File: config.mk
export PLATFORM = sky130hd
export DESIGN_NAME = sdspi_bench_sequencer
export DESIGN_NICKNAME = d
export VERILOG_FILES = /design/src/rtl/sdspi_bench_sequencer_pkg.sv /design/src/rtl/sdspi_bench_sequencer_sat_cycle_counter.sv /design/src/rtl/sdspi_bench_sequencer.sv
export SDC_FILE = /design/constraint.sdc
export NUM_CORES = 1
export LEC_CHECK = 0
export ABC_AREA = 1
export BUFFER_PORTS_ARGS = -buffer_cell sky130_fd_sc_hd__buf_2
export CAP_MARGIN = 20
export CORE_UTILIZATION = 60
export DETAILED_ROUTE_END_ITERATION = 10
export PLACE_DENSITY = 0.83
export SYNTH_ARGS = -nofsm -noshare
export SYNTH_HDL_FRONTEND = slang
export SYNTH_SLANG_ARGS = --single-unit
export TNS_END_PERCENT = 30
File: constraint.sdc
create_clock -name clk -period 10 [get_ports clk]
set_clock_uncertainty 0.2 [all_clocks]
set_input_delay 2.5 -clock clk [delete_from_list [all_inputs] [get_ports clk]]
set_output_delay 2.5 -clock clk [all_outputs]
set_load 0.03 [all_outputs]
File: src/rtl/sdspi_bench_sequencer_pkg.sv
// sdspi_bench_pkg: shared widths, FSM state encoding and result record for the sdspi bench sequencer.
package sdspi_bench_pkg;
   localparam int N_BLOCK_SIZE    = 32;
   localparam int SCLK_SPEED_SIZE = 5;
   localparam int CMD18_SIZE      = 1;
   localparam int CNT_W           = 40;
   typedef enum logic [2:0] {IDLE, RST, START, WAIT, REPORT, NEXT, DONE} state_t;
   typedef struct packed {
      logic [SCLK_SPEED_SIZE-1:0] speed;
      logic [CMD18_SIZE-1:0]      cmd18;
      logic [CNT_W-1:0]           cycles;
      logic                       timeout;
   } result_t;
endpackage

File: src/rtl/sdspi_bench_sequencer_sat_cycle_counter.sv
// sat_cycle_counter: clearable, enabled up-counter that sticks at all-ones and flags it.
module sat_cycle_counter #(
   parameter int W = 40
)(
   input  logic         clk,
   input  logic         rst,
   input  logic         clear,
   input  logic         en,
   output logic [W-1:0] count,
   output logic         terminal
);
   assign terminal = &count;
   always_ff @(posedge clk or posedge rst)
      if (rst) count <= '0;
      else if (clear) count <= '0;
      else if (en && !terminal) count <= count + W'(1);
endmodule

File: src/rtl/sdspi_bench_sequencer.sv
// sdspi_bench_sequencer: sweeps sdspi_system over sclk speeds and cmd18, timing each run.
// Optional watchdog on a hung UUT is built when SDSPI_SEQ_TIMEOUT_EN is defined.
module sdspi_bench_sequencer
   import sdspi_bench_pkg::*;
#(
`ifdef SDSPI_SEQ_TIMEOUT_EN
   parameter longint unsigned TIMEOUT_CYC = 64'hFFFF_FFFF,
`endif
   parameter int RST_CYCLES = 16
)(
   input  logic                       clk,
   input  logic                       rst,
   input  logic                       run,
   input  logic                       sweep_cmd18,
   input  logic [N_BLOCK_SIZE-1:0]    n_blocks_i,
   input  logic [SCLK_SPEED_SIZE-1:0] speed_min,
   input  logic [SCLK_SPEED_SIZE-1:0] speed_max,
   output logic                       uut_rst,
   output logic                       uut_start,
   output logic [N_BLOCK_SIZE-1:0]    uut_n_blocks,
   output logic [SCLK_SPEED_SIZE-1:0] uut_sclk_speed,
   output logic [CMD18_SIZE-1:0]      uut_cmd18,
   input  logic                       uut_finish,
   output logic                       uut_ctrl_mux,
   output logic                       res_valid,
   input  logic                       res_ready,
   output logic [SCLK_SPEED_SIZE-1:0] res_speed,
   output logic [CMD18_SIZE-1:0]      res_cmd18,
   output logic [CNT_W-1:0]           res_cycles,
   output logic                       res_timeout,
   output logic                       busy,
   output logic                       done
);
   localparam int RC_W = $clog2(RST_CYCLES + 1);
   state_t                     state;
   result_t                    res;
   logic [RC_W-1:0]            rst_cnt;
   logic [SCLK_SPEED_SIZE-1:0] smin, smax;
   logic                       sweep;
   logic [CNT_W-1:0]           count;
   logic                       terminal;
   sat_cycle_counter #(.W(CNT_W)) u_cnt (
      .clk(clk),
      .rst(rst),
      .clear(state == START),
      .en(state == WAIT && !uut_finish && !terminal),
      .count(count),
      .terminal(terminal)
   );
   assign res_speed   = res.speed;
   assign res_cmd18   = res.cmd18;
   assign res_cycles  = res.cycles;
   assign res_timeout = res.timeout;
   always_ff @(posedge clk or posedge rst)
      if (rst) begin
         state          <= IDLE;
         uut_rst        <= 1'b1;
         uut_start      <= 1'b0;
         uut_ctrl_mux   <= 1'b0;
         res_valid      <= 1'b0;
         done           <= 1'b0;
         busy           <= 1'b0;
         uut_n_blocks   <= '0;
         uut_sclk_speed <= '0;
         uut_cmd18      <= '0;
         res            <= '0;
         rst_cnt        <= '0;
         smin           <= '0;
         smax           <= '0;
         sweep          <= 1'b0;
      end else begin
         uut_start <= 1'b0;
         done      <= 1'b0;
         case (state)
            IDLE: if (run) begin
               uut_n_blocks <= n_blocks_i;
               smin         <= speed_min;
               smax         <= speed_max;
               sweep        <= sweep_cmd18;
               busy         <= 1'b1;
               if (speed_min <= speed_max) begin
                  uut_sclk_speed <= speed_min;
                  uut_cmd18      <= '0;
                  uut_ctrl_mux   <= 1'b1;
                  rst_cnt        <= '0;
                  state          <= RST;
               end else begin
                  done  <= 1'b1;
                  state <= DONE;
               end
            end
            RST: begin
               rst_cnt <= rst_cnt + RC_W'(1);
               if (rst_cnt == RC_W'(RST_CYCLES - 1)) begin
                  uut_rst   <= 1'b0;
                  uut_start <= 1'b1;
                  state     <= START;
               end
            end
            START: state <= WAIT;
            WAIT: if (uut_finish) begin
               res          <= '{speed: uut_sclk_speed, cmd18: uut_cmd18, cycles: count, timeout: 1'b0};
               res_valid    <= 1'b1;
               uut_ctrl_mux <= 1'b0;
               state        <= REPORT;
            end
`ifdef SDSPI_SEQ_TIMEOUT_EN
            else if (count == CNT_W'(TIMEOUT_CYC)) begin
               res          <= '{speed: uut_sclk_speed, cmd18: uut_cmd18, cycles: CNT_W'(TIMEOUT_CYC), timeout: 1'b1};
               res_valid    <= 1'b1;
               uut_ctrl_mux <= 1'b0;
               state        <= REPORT;
            end
`endif
            REPORT: if (res_ready) begin
               res_valid <= 1'b0;
               state     <= NEXT;
            end
            // compare before incrementing so an all-ones speed_max cannot wrap
            NEXT: if (uut_sclk_speed < smax) begin
               uut_sclk_speed <= uut_sclk_speed + SCLK_SPEED_SIZE'(1);
               uut_rst        <= 1'b1;
               uut_ctrl_mux   <= 1'b1;
               rst_cnt        <= '0;
               state          <= RST;
            end else if (uut_cmd18 == '0 && sweep) begin
               uut_cmd18      <= CMD18_SIZE'(1);
               uut_sclk_speed <= smin;
               uut_rst        <= 1'b1;
               uut_ctrl_mux   <= 1'b1;
               rst_cnt        <= '0;
               state          <= RST;
            end else begin
               done    <= 1'b1;
               uut_rst <= 1'b1;
               state   <= DONE;
            end
            DONE: begin
               busy  <= 1'b0;
               state <= IDLE;
            end
            default: state <= IDLE;
         endcase
      end
endmodule

# [After elaboration in Yosys (flattened, before gate mapping)]
# Cells that the tools add are included.
[totals] inputBits=48 out_inout_bits=91 register_bits=149 elab_cells=108
[classes] addsub=3 n_bitwise=1 n_mux=44 reduce_logical=25 n_lt_le_gt_ge=2 eq_ne=15
[op_table] op="$mux W40" n=2
[op_table] op="$add A40 B1 Y40 const B" n=1
[op_table] op="$mux W5" n=8
[op_table] op="$reduce_and A40 Y1" n=1
[op_table] op="$mux W3" n=7
[op_table] op="$mux W1" n=18
[op_table] op="$pmux W3 S6" n=1
[op_table] op="$pmux W5 S3" n=1
[op_table] op="$ne A2 B2 Y1 const B" n=7
[op_table] op="$reduce_and A4 Y1" n=3
[op_table] op="$add A5 B1 Y5 const B" n=2
[op_table] op="$pmux W1 S2" n=5
[op_table] op="$pmux W5 S2" n=1
[op_table] op="$reduce_and A5 Y1" n=2
[op_table] op="$reduce_bool A2 Y1" n=5
[op_table] op="$eq A3 B3 Y1 const B" n=3
[op_table] op="$reduce_and A2 Y1" n=4
[op_table] op="$eq A3 B2 Y1 const B" n=2
[op_table] op="$reduce_bool A3 Y1" n=2
[op_table] op="$eq A5 B4 Y1 const B" n=1
[op_table] op="$le A5 B5 Y1" n=1
[op_table] op="$lt A5 B5 Y1" n=1
[op_table] op="$logic_and A1 B1 Y1" n=4
[op_table] op="$eq A3 B1 Y1 const B" n=1
[op_table] op="6 further kinds" n=7

# [Depth between registers and ports, before layout]
# Gate-level depths: netlist of run 1.
[depth] word_depth=6 mapped_depth=13 ltp_nobuf=11

# [Hierarchy]
# Synthesis of run 1 repeated with hierarchy kept, for this count alone.
[unflattened] hier_cells=954 hier_area_um2=7892.6
[modules_own_cells] mod="sdspi_bench_sequencer" n_inst=1 cells_per_inst=519 area_each_um2=5047.3 seq_area_each_um2=2728.9
[modules_own_cells] mod="sat_cycle_counter" n_inst=1 cells_per_inst=435 area_each_um2=2845.2 seq_area_each_um2=1001.0

# [Worst setup path before layout of run 1]
# No wires, ideal clock.
[synth_path] path_kind="input to register" start="input speed_max[2]" end="register uut_sclk_speed[2]" arrival_time_ns=3.629 path_buffers=0 slack_ns=6.105 required_time_ns=9.734 setup_ns=0.066 path_stages=11 path_cell_list="inv_1 -> ha_1 -> nand2_1 -> inv_1 -> o21ai_0 -> nand3_1 -> nand3_1 -> nand2_1 -> nor2_1 -> nand2_1 -> nand2_1"
[synth_via] elab_chain_len=3
[synth_rtl] item="start: declaration" line_no="sdspi_bench_sequencer.sv:17" source="input logic [SCLK_SPEED_SIZE-1:0] speed_max,"
[synth_rtl] item="$le A5 B5 Y1" line_no="sdspi_bench_sequencer.sv:81" source="if (speed_min <= speed_max) begin"
[synth_rtl] item="$ne A2 B2 Y1 (no line)"
[synth_rtl] item="$reduce_and A4 Y1 (no line)"
[synth_rtl] item="end signal: assignment" line_no="sdspi_bench_sequencer.sv:82" source="uut_sclk_speed <= speed_min;"
[synth_rtl] item="end signal: assignment" line_no="sdspi_bench_sequencer.sv:121" source="uut_sclk_speed <= uut_sclk_speed + SCLK_SPEED_SIZE'(1);"
[synth_rtl] item="end signal: assignment" line_no="sdspi_bench_sequencer.sv:128" source="uut_sclk_speed <= smin;"
[synth_rtl] item="end: declaration" line_no="sdspi_bench_sequencer.sv:21" source="output logic [SCLK_SPEED_SIZE-1:0] uut_sclk_speed,"
# Every way passes these cells.
# A chain may end at the register's enable or synchronous reset.

# [Worst setup path after layout of run 1]
[layout_path] start="input speed_min[2]" end="register uut_sclk_speed[1]"
[layout_via] elab_chain_len=3
[layout_rtl] item="start: declaration" line_no="sdspi_bench_sequencer.sv:16" source="input logic [SCLK_SPEED_SIZE-1:0] speed_min,"
[layout_rtl] item="$le A5 B5 Y1" line_no="sdspi_bench_sequencer.sv:81"
[layout_rtl] item="$ne A2 B2 Y1 (no line)"
[layout_rtl] item="$reduce_and A4 Y1 (no line)"
# Every way passes these cells.

==> results.sh, run 1 <==
export IMPL_period_needed_ps=3860
export IMPL_cts_setup_buffers=0
export IMPL_drc_errors=0
export IMPL_period_share_pct=38.6
export IMPL_setup_viol=0
export IMPL_syn_nets=970
export IMPL_vias_per_cell=5.45
export IMPL_grt_pass1_vias=6337
export IMPL_power_mw=2.60
export IMPL_path_clk_slew_ps=60
export IMPL_htreeDepth=4
export IMPL_cts_tree="yes"
export IMPL_crit_fanout=5
export IMPL_first_pass_iters=5
export IMPL_core_area_um2=12000
export IMPL_ys_warn_count=0
export IMPL_fin_cells=1202
export IMPL_critical_path_required_ps=10160
export IMPL_synth_cell_types=31
export IMPL_cts_buffers_inserted=17
export IMPL_wl_per_cell_um=15.1
export IMPL_cts_resized_gates=0
export IMPL_p_per_area_nw_per_um2=297
export IMPL_cts_hold_buf=0
export IMPL_nets=1103
export IMPL_ioPinCount=139
export IMPL_placedCellCount=1168
export IMPL_ir_drop_uv=219
export IMPL_die_h_um=113
export IMPL_slew_viol_final=0
export IMPL_synth_simple_area_share_pct=28.9
export IMPL_ys_ff_latch=149
export IMPL_grt_usage_pct=30.4
export IMPL_seq_area_frac_synth_pct=50.5
export IMPL_netlist_area_um2=7380
export IMPL_clock_sinks=149
export IMPL_grt_overflow=0
export IMPL_num_fill_cells=898
export IMPL_preCtsSetupSlack_ps=5640
export IMPL_antenna_found_initial=0
export IMPL_cp_end_kind="flip-flop"
export IMPL_tightest_slew_ps=922
export IMPL_final_antenna_net_count=0
export IMPL_die_w_um=113
export IMPL_top_layer="met4"
export IMPL_slew_headroom_pct=38.6
export IMPL_yosys_area_share_xor_xnor_pct=1.07
export IMPL_clockRootBuffer="clkbuf_16"
export IMPL_vias=6551
export IMPL_core_rowCount=40
export IMPL_dr_wl_met3_mm=1.23
export IMPL_drv_cap=0
export IMPL_finalHoldViolCount=0
export IMPL_diodes=0
export IMPL_path_class="in2reg"
export IMPL_insertion_delay_ps=430
export IMPL_synth_compound_area_share_pct=5.75
export IMPL_hold_path_class="reg2reg"
export IMPL_status="completed"
export IMPL_grt_start_max_net_pins=91
export IMPL_area_growth_pct=19.0
export IMPL_drt_iter0_markers=389
export IMPL_syn_inst=909
export IMPL_yosys_mux_area_fraction_pct=5.19
export IMPL_wl_met1_mm=7.56
export IMPL_dieArea_um2=12800
export IMPL_grt_pass1_wl_mm=30.1
export IMPL_gp_congestion=0.970
export IMPL_max_freq_mhz=259
export IMPL_synth_top_family_by_area="simple AND/OR/NAND/NOR gates"
export IMPL_startpoint_type="input port"
export IMPL_dpl_hpwl_mm=12.6
export IMPL_drive_above_1_share_pct=21.3
export IMPL_holdWs_ps=273
export IMPL_cts_buffer_depth=2
export IMPL_arrival_ps=4030
export IMPL_start_util_pct=61.5
export IMPL_leakagePower_nw=4.44
export IMPL_final_setup_worst_slack_ps=6140
export IMPL_avgSynthCellArea_um2=8.12
export IMPL_rsz0062_at_grt="no"
export IMPL_tns_ps=0
export IMPL_wl_met2_mm=8.84
export IMPL_synthAdderAreaFrac_pct=2.20
export IMPL_port_buffers=137
export IMPL_drt_wl_total_mm=18.1
-- sequential cells by signal, indices dropped and copies added (netlist names), 5 cells and up --
signal	flops
res_speed	5
uut_n_blocks	32
uut_sclk_speed	5
rst_cnt	5
smin	5
smax	5
u_cnt.count	40
res_cycles	40
-- layout by cell type, fill, tap and decap left out, types with 3 or more instances in the layout --
master	count
inv_6	3
clkinvlp_4	3
o21ai_0	67
nor2_1	78
inv_2	4
nand3b_1	3
buf_2	137
ha_1	13
inv_1	79
xor2_1	8
a21oi_1	8
o21ai_1	7
nand2_2	3
mux2_2	34
dfrtp_1	148
nand3_1	48
nand2_1	320
nand4_1	44
clkbuf_16	17
nor2_2	3
bufinv_16	3
-- final cells by class --
class	count	area, um^2	share of cell area (%)
Inverter	86	330	3.76
Multi-Input combinational cell	647	3190	36.3
Clock inverter	11	149	1.70
Clock buffer	21	460	5.24
Tap cell	147	184	2.09
Timing Repair Buffer	141	741	8.43
Sequential cell	149	3730	42.5
-- critical path, cell delays in order --
cell,delay [ps]
buf_2,110
ha_1,320
nand2_1,70
inv_1,40
o21ai_0,130
nand3_1,140
nand3_1,180
nand2_1,110
nor2_1,250
nand2_1,100
nand2_1,70
-- cell families (layout without fill, tap and decap cells) --
logic type / count (synthesis) / in the layout
AOI/OAI and AO/OA: 84 / 84
muxes: 34 / 34
DFF: 149 / 149
xor gates and xnor gates: 9 / 9
and+or+nand+nor: 506 / 506
adders and majority gates: 13 / 13
other: 1 / 1
buffers and inverters: 113 / 259
-- metrics by stage --
| stage | util, % | instance area, um^2 |
|---|---|---|
| finish | 73.1 | 8780 |
| floorplan | - | 7380 |
| global placement | 67.7 | 8130 |
| detailed placement | 67.7 | 8130 |
| global route | 73.1 | 8780 |
| CTS | 72.8 | 8740 |
-- synth_stat cells (all sizes together) --
master,n,share of area [%]
a21o,1,0.10
a21oi,8,0.54
buf,12,1.1
clkbuf,15,0.76
clkinv,1,0.051
conb,1,0.051
dfrtp,148,50
dfstp,1,0.36
ha,13,2.2
inv,85,4.4
mux2,34,5.2
nand2,325,17
nand3,49,3.4
nand3b,3,0.31
nand4,44,3.7
nor2,83,4.5
o21ai,74,5.0
o22ai,1,0.085
or2,2,0.17
xnor2,1,0.12
xor2,8,0.95
-- layer usage --
layer,GRT usage (%),vias to the layer above
li1,-,3194
met5,0,-
met1,38.7,3062
met4,13.3,0
met2,50.0,255
met3,7.34,40
-- final timing paths --
check                               start                 to  slack [ps]  cells after the start
setup / recovery             speed_min[2]  uut_sclk_speed[1]        6140                     11
hold / removal              res_cycles[9]      res_cycles[9]         270                      2
setup reg to reg           u_cnt.count[0]     u_cnt.count[0]        7370                     10
hold reg to reg             res_cycles[9]      res_cycles[9]         270                      2
max in group asynchronous             rst   uut_n_blocks[24]        6220                      3
min in group asynchronous             rst   uut_n_blocks[22]        2000                      2
-- power breakdown --
group | switching [mW] | internal [mW]
Sequential | 0.125 | 0.799
Combinational | 0.704 | 0.319
Clock | 0.251 | 0.406
Note: power is estimated with default switching activity, not from simulation.
==> inputs of run 2 (changes only) <==
--- a/config.mk
+++ b/config.mk
@@ -8,9 +8,9 @@
 export ABC_AREA = 1
 export BUFFER_PORTS_ARGS = -buffer_cell sky130_fd_sc_hd__buf_2
 export CAP_MARGIN = 20
-export CORE_UTILIZATION = 60
+export CORE_UTILIZATION = 50
 export DETAILED_ROUTE_END_ITERATION = 10
-export PLACE_DENSITY = 0.83
+export PLACE_DENSITY = 0.74
 export SYNTH_ARGS = -nofsm -noshare
 export SYNTH_HDL_FRONTEND = slang
 export SYNTH_SLANG_ARGS = --single-unit
==> constraint.sdc (replaced) <==
create_clock -name clk -period 3.27 [get_ports clk]
set_clock_uncertainty 0.2 [all_clocks]
set_input_delay 0.8175 -clock clk [delete_from_list [all_inputs] [get_ports clk]]
set_output_delay 0.8175 -clock clk [all_outputs]
set_load 0.03 [all_outputs]
==> run 2 against run 1 <==
  * Worst setup slack got worse by 5300 ps
  * Wire length shrank 1.9%
  * Sequential power grew to 3.0 times the previous value
  * Via count shrank 2.4%
  * Critical path type is now reg2reg
  * Critical endpoint is now u_cnt.count[39]
  * Largest power group unchanged
==> results.sh, run 2 (synthesis gave the netlist of run 1 again) <==
export IMPL_gp_congestion=0.972
export IMPL_rsz0062_at_grt="no"
export IMPL_htreeDepth=4
export IMPL_tns_ps=0
export IMPL_cts_tree="yes"
export IMPL_finalHoldViolCount=0
export IMPL_leakagePower_nw=4.45
export IMPL_dpl_hpwl_mm=13.1
export IMPL_grt_overflow=0
export IMPL_hold_path_class="in2async"
export IMPL_r2r_setup_slack_ps=830
export IMPL_slew_headroom_pct=52.2
export IMPL_insertion_delay_ps=430
export IMPL_period_needed_ps=2440
export IMPL_cts_buffers_inserted=17
export IMPL_drc_errors=0
export IMPL_reg2reg_from="u_cnt.count[0]"
export IMPL_status="completed"
export IMPL_first_pass_iters=5
export IMPL_diodes=0
export IMPL_cts_resized_gates=0
export IMPL_grt_pass1_wl_mm=29.4
export IMPL_cts_hold_buf=0
export IMPL_grt_usage_pct=25.0
export IMPL_die_w_um=124
export IMPL_vias=6394
export IMPL_mostFrequentLayoutCell="nand2_1"
export IMPL_critical_path_required_ps=3430
export IMPL_arrival_ps=2600
export IMPL_port_buffers=137
export IMPL_vias_per_cell=5.15
export IMPL_path_class="reg2reg"
export IMPL_drt_wl_total_mm=17.8
export IMPL_reg2reg_to="u_cnt.count[39]"
export IMPL_drt_iter0_markers=467
export IMPL_final_antenna_net_count=0
export IMPL_tightest_slew_ps=715
export IMPL_holdWs_ps=110
export IMPL_antenna_found_initial=0
export IMPL_setup_viol=0
export IMPL_start_util_pct=51.0
export IMPL_cts_buffer_depth=2
export IMPL_clockRootBuffer="clkbuf_16"
export IMPL_slew_viol_final=0
export IMPL_nets=1106
export IMPL_max_freq_mhz=410
export IMPL_clock_sinks=149
export IMPL_startpoint_type="flip-flop"
export IMPL_drv_cap=0
export IMPL_cts_setup_buffers=0
export IMPL_dieArea_um2=15300
export IMPL_crit_fanout=33
export IMPL_grt_pass1_vias=6060
export IMPL_period_share_pct=74.6
export IMPL_drive_above_1_share_pct=21.6
export IMPL_p_per_area_nw_per_um2=885
export IMPL_wl_per_cell_um=14.3
export IMPL_final_cell_mix="nand2_1, dfrtp_1, buf_2, inv_1, nor2_1"
export IMPL_ioPinCount=139
export IMPL_worstRegToRegCells=11
export IMPL_area_growth_pct=19.9
export IMPL_path_clk_slew_ps=60
export IMPL_core_rowCount=44
export IMPL_final_util_pct=61.1
export IMPL_die_h_um=124
export IMPL_core_area_um2=14500
export IMPL_ir_drop_uv=675
export IMPL_grt_start_max_net_pins=69
export IMPL_cp_end_kind="flip-flop"
-- run 2: cell types whose count changed in the layout (fill, tap and decap cells not counted) --
cell / before / now
inv_6: 3 / 6
buf_12: 2 / 4
bufinv_16: 3 / 1
buf_4: 2 / 3
clkbuf_1: 2 / 1
clkbuf_8: 2 / 1
clkinv_2: 2 / 1
clkinv_8: 0 / 1
inv_8: 0 / 1
-- run 2: per-stage QoR --
stage / instances / total power [mW] / area [um^2] / worst slack (ps)
4_1_cts: 1242 / 7.88 / 8850 / 831
3_5_place_dp: 1210 / 5.94 / 8270 / 743
3_3_place_gp: 1210 / 5.88 / 8270 / 817
5_1_grt: 1242 / 8.35 / 8850 / 570
2_1_floorplan: 909 / 5.06 / 7390 / 378
6_report: 1242 / 7.83 / 8850 / 830
-- run 2: worst max-delay path, stage by stage, from the launching register on --
cell and delay (ps):
dfrtp_1 490, ha_1 230, inv_2 70, nor2_4 250, nand2_4 100, nor2_4 190
nand3_2 120, nand2_2 110, nand2_4 100, inv_4 310, nand2_1 100, nand2_1 90
-- run 2: final cells by class --
cell class / instances / area, um^2
clock buffers: 19 / 443
clock inverters: 13 / 139
fillers: 1319 / 5630
inverters: 86 / 329
multi-input cells: 647 / 3190
flip-flops and latches: 149 / 3730
well taps: 184 / 230
repair buffers: 144 / 788
-- run 2: power by group --
group / internal, mW / total (mW) / leakage, nW / switching, mW
combinational: 0.973 / 3.10 / 2.24 / 2.13
clock: 1.09 / 1.93 / 0.280 / 0.836
sequential: 2.44 / 2.80 / 1.93 / 0.361
total: 4.51 / 7.83 / 4.45 / 3.32
-- run 2: worst max-delay path by stage --
stage | from | end | slack, ps | cells past startpoint
4_1_cts | uut_sclk_speed[4] | uut_sclk_speed[3] | 830 | 9
3_5_place_dp | speed_min[2] | uut_sclk_speed[3] | 740 | 11
3_3_place_gp | speed_min[2] | uut_sclk_speed[4] | 820 | 11
5_1_grt | uut_sclk_speed[2] | uut_sclk_speed[3] | 570 | 10
6_report | u_cnt.count[0] | u_cnt.count[39] | 830 | 11
2_1_floorplan | rst | busy | 380 | 1
-- run 2: layer usage --
metal | track usage [%] | up-vias | routed length (um)
li1 | - | 3203 | -
met1 | 33.7 | 2976 | 8140
met2 | 38.9 | 187 | 8190
met3 | 6.83 | 28 | 1060
met4 | 8.51 | 0 | 404
met5 | 0 | - | 0
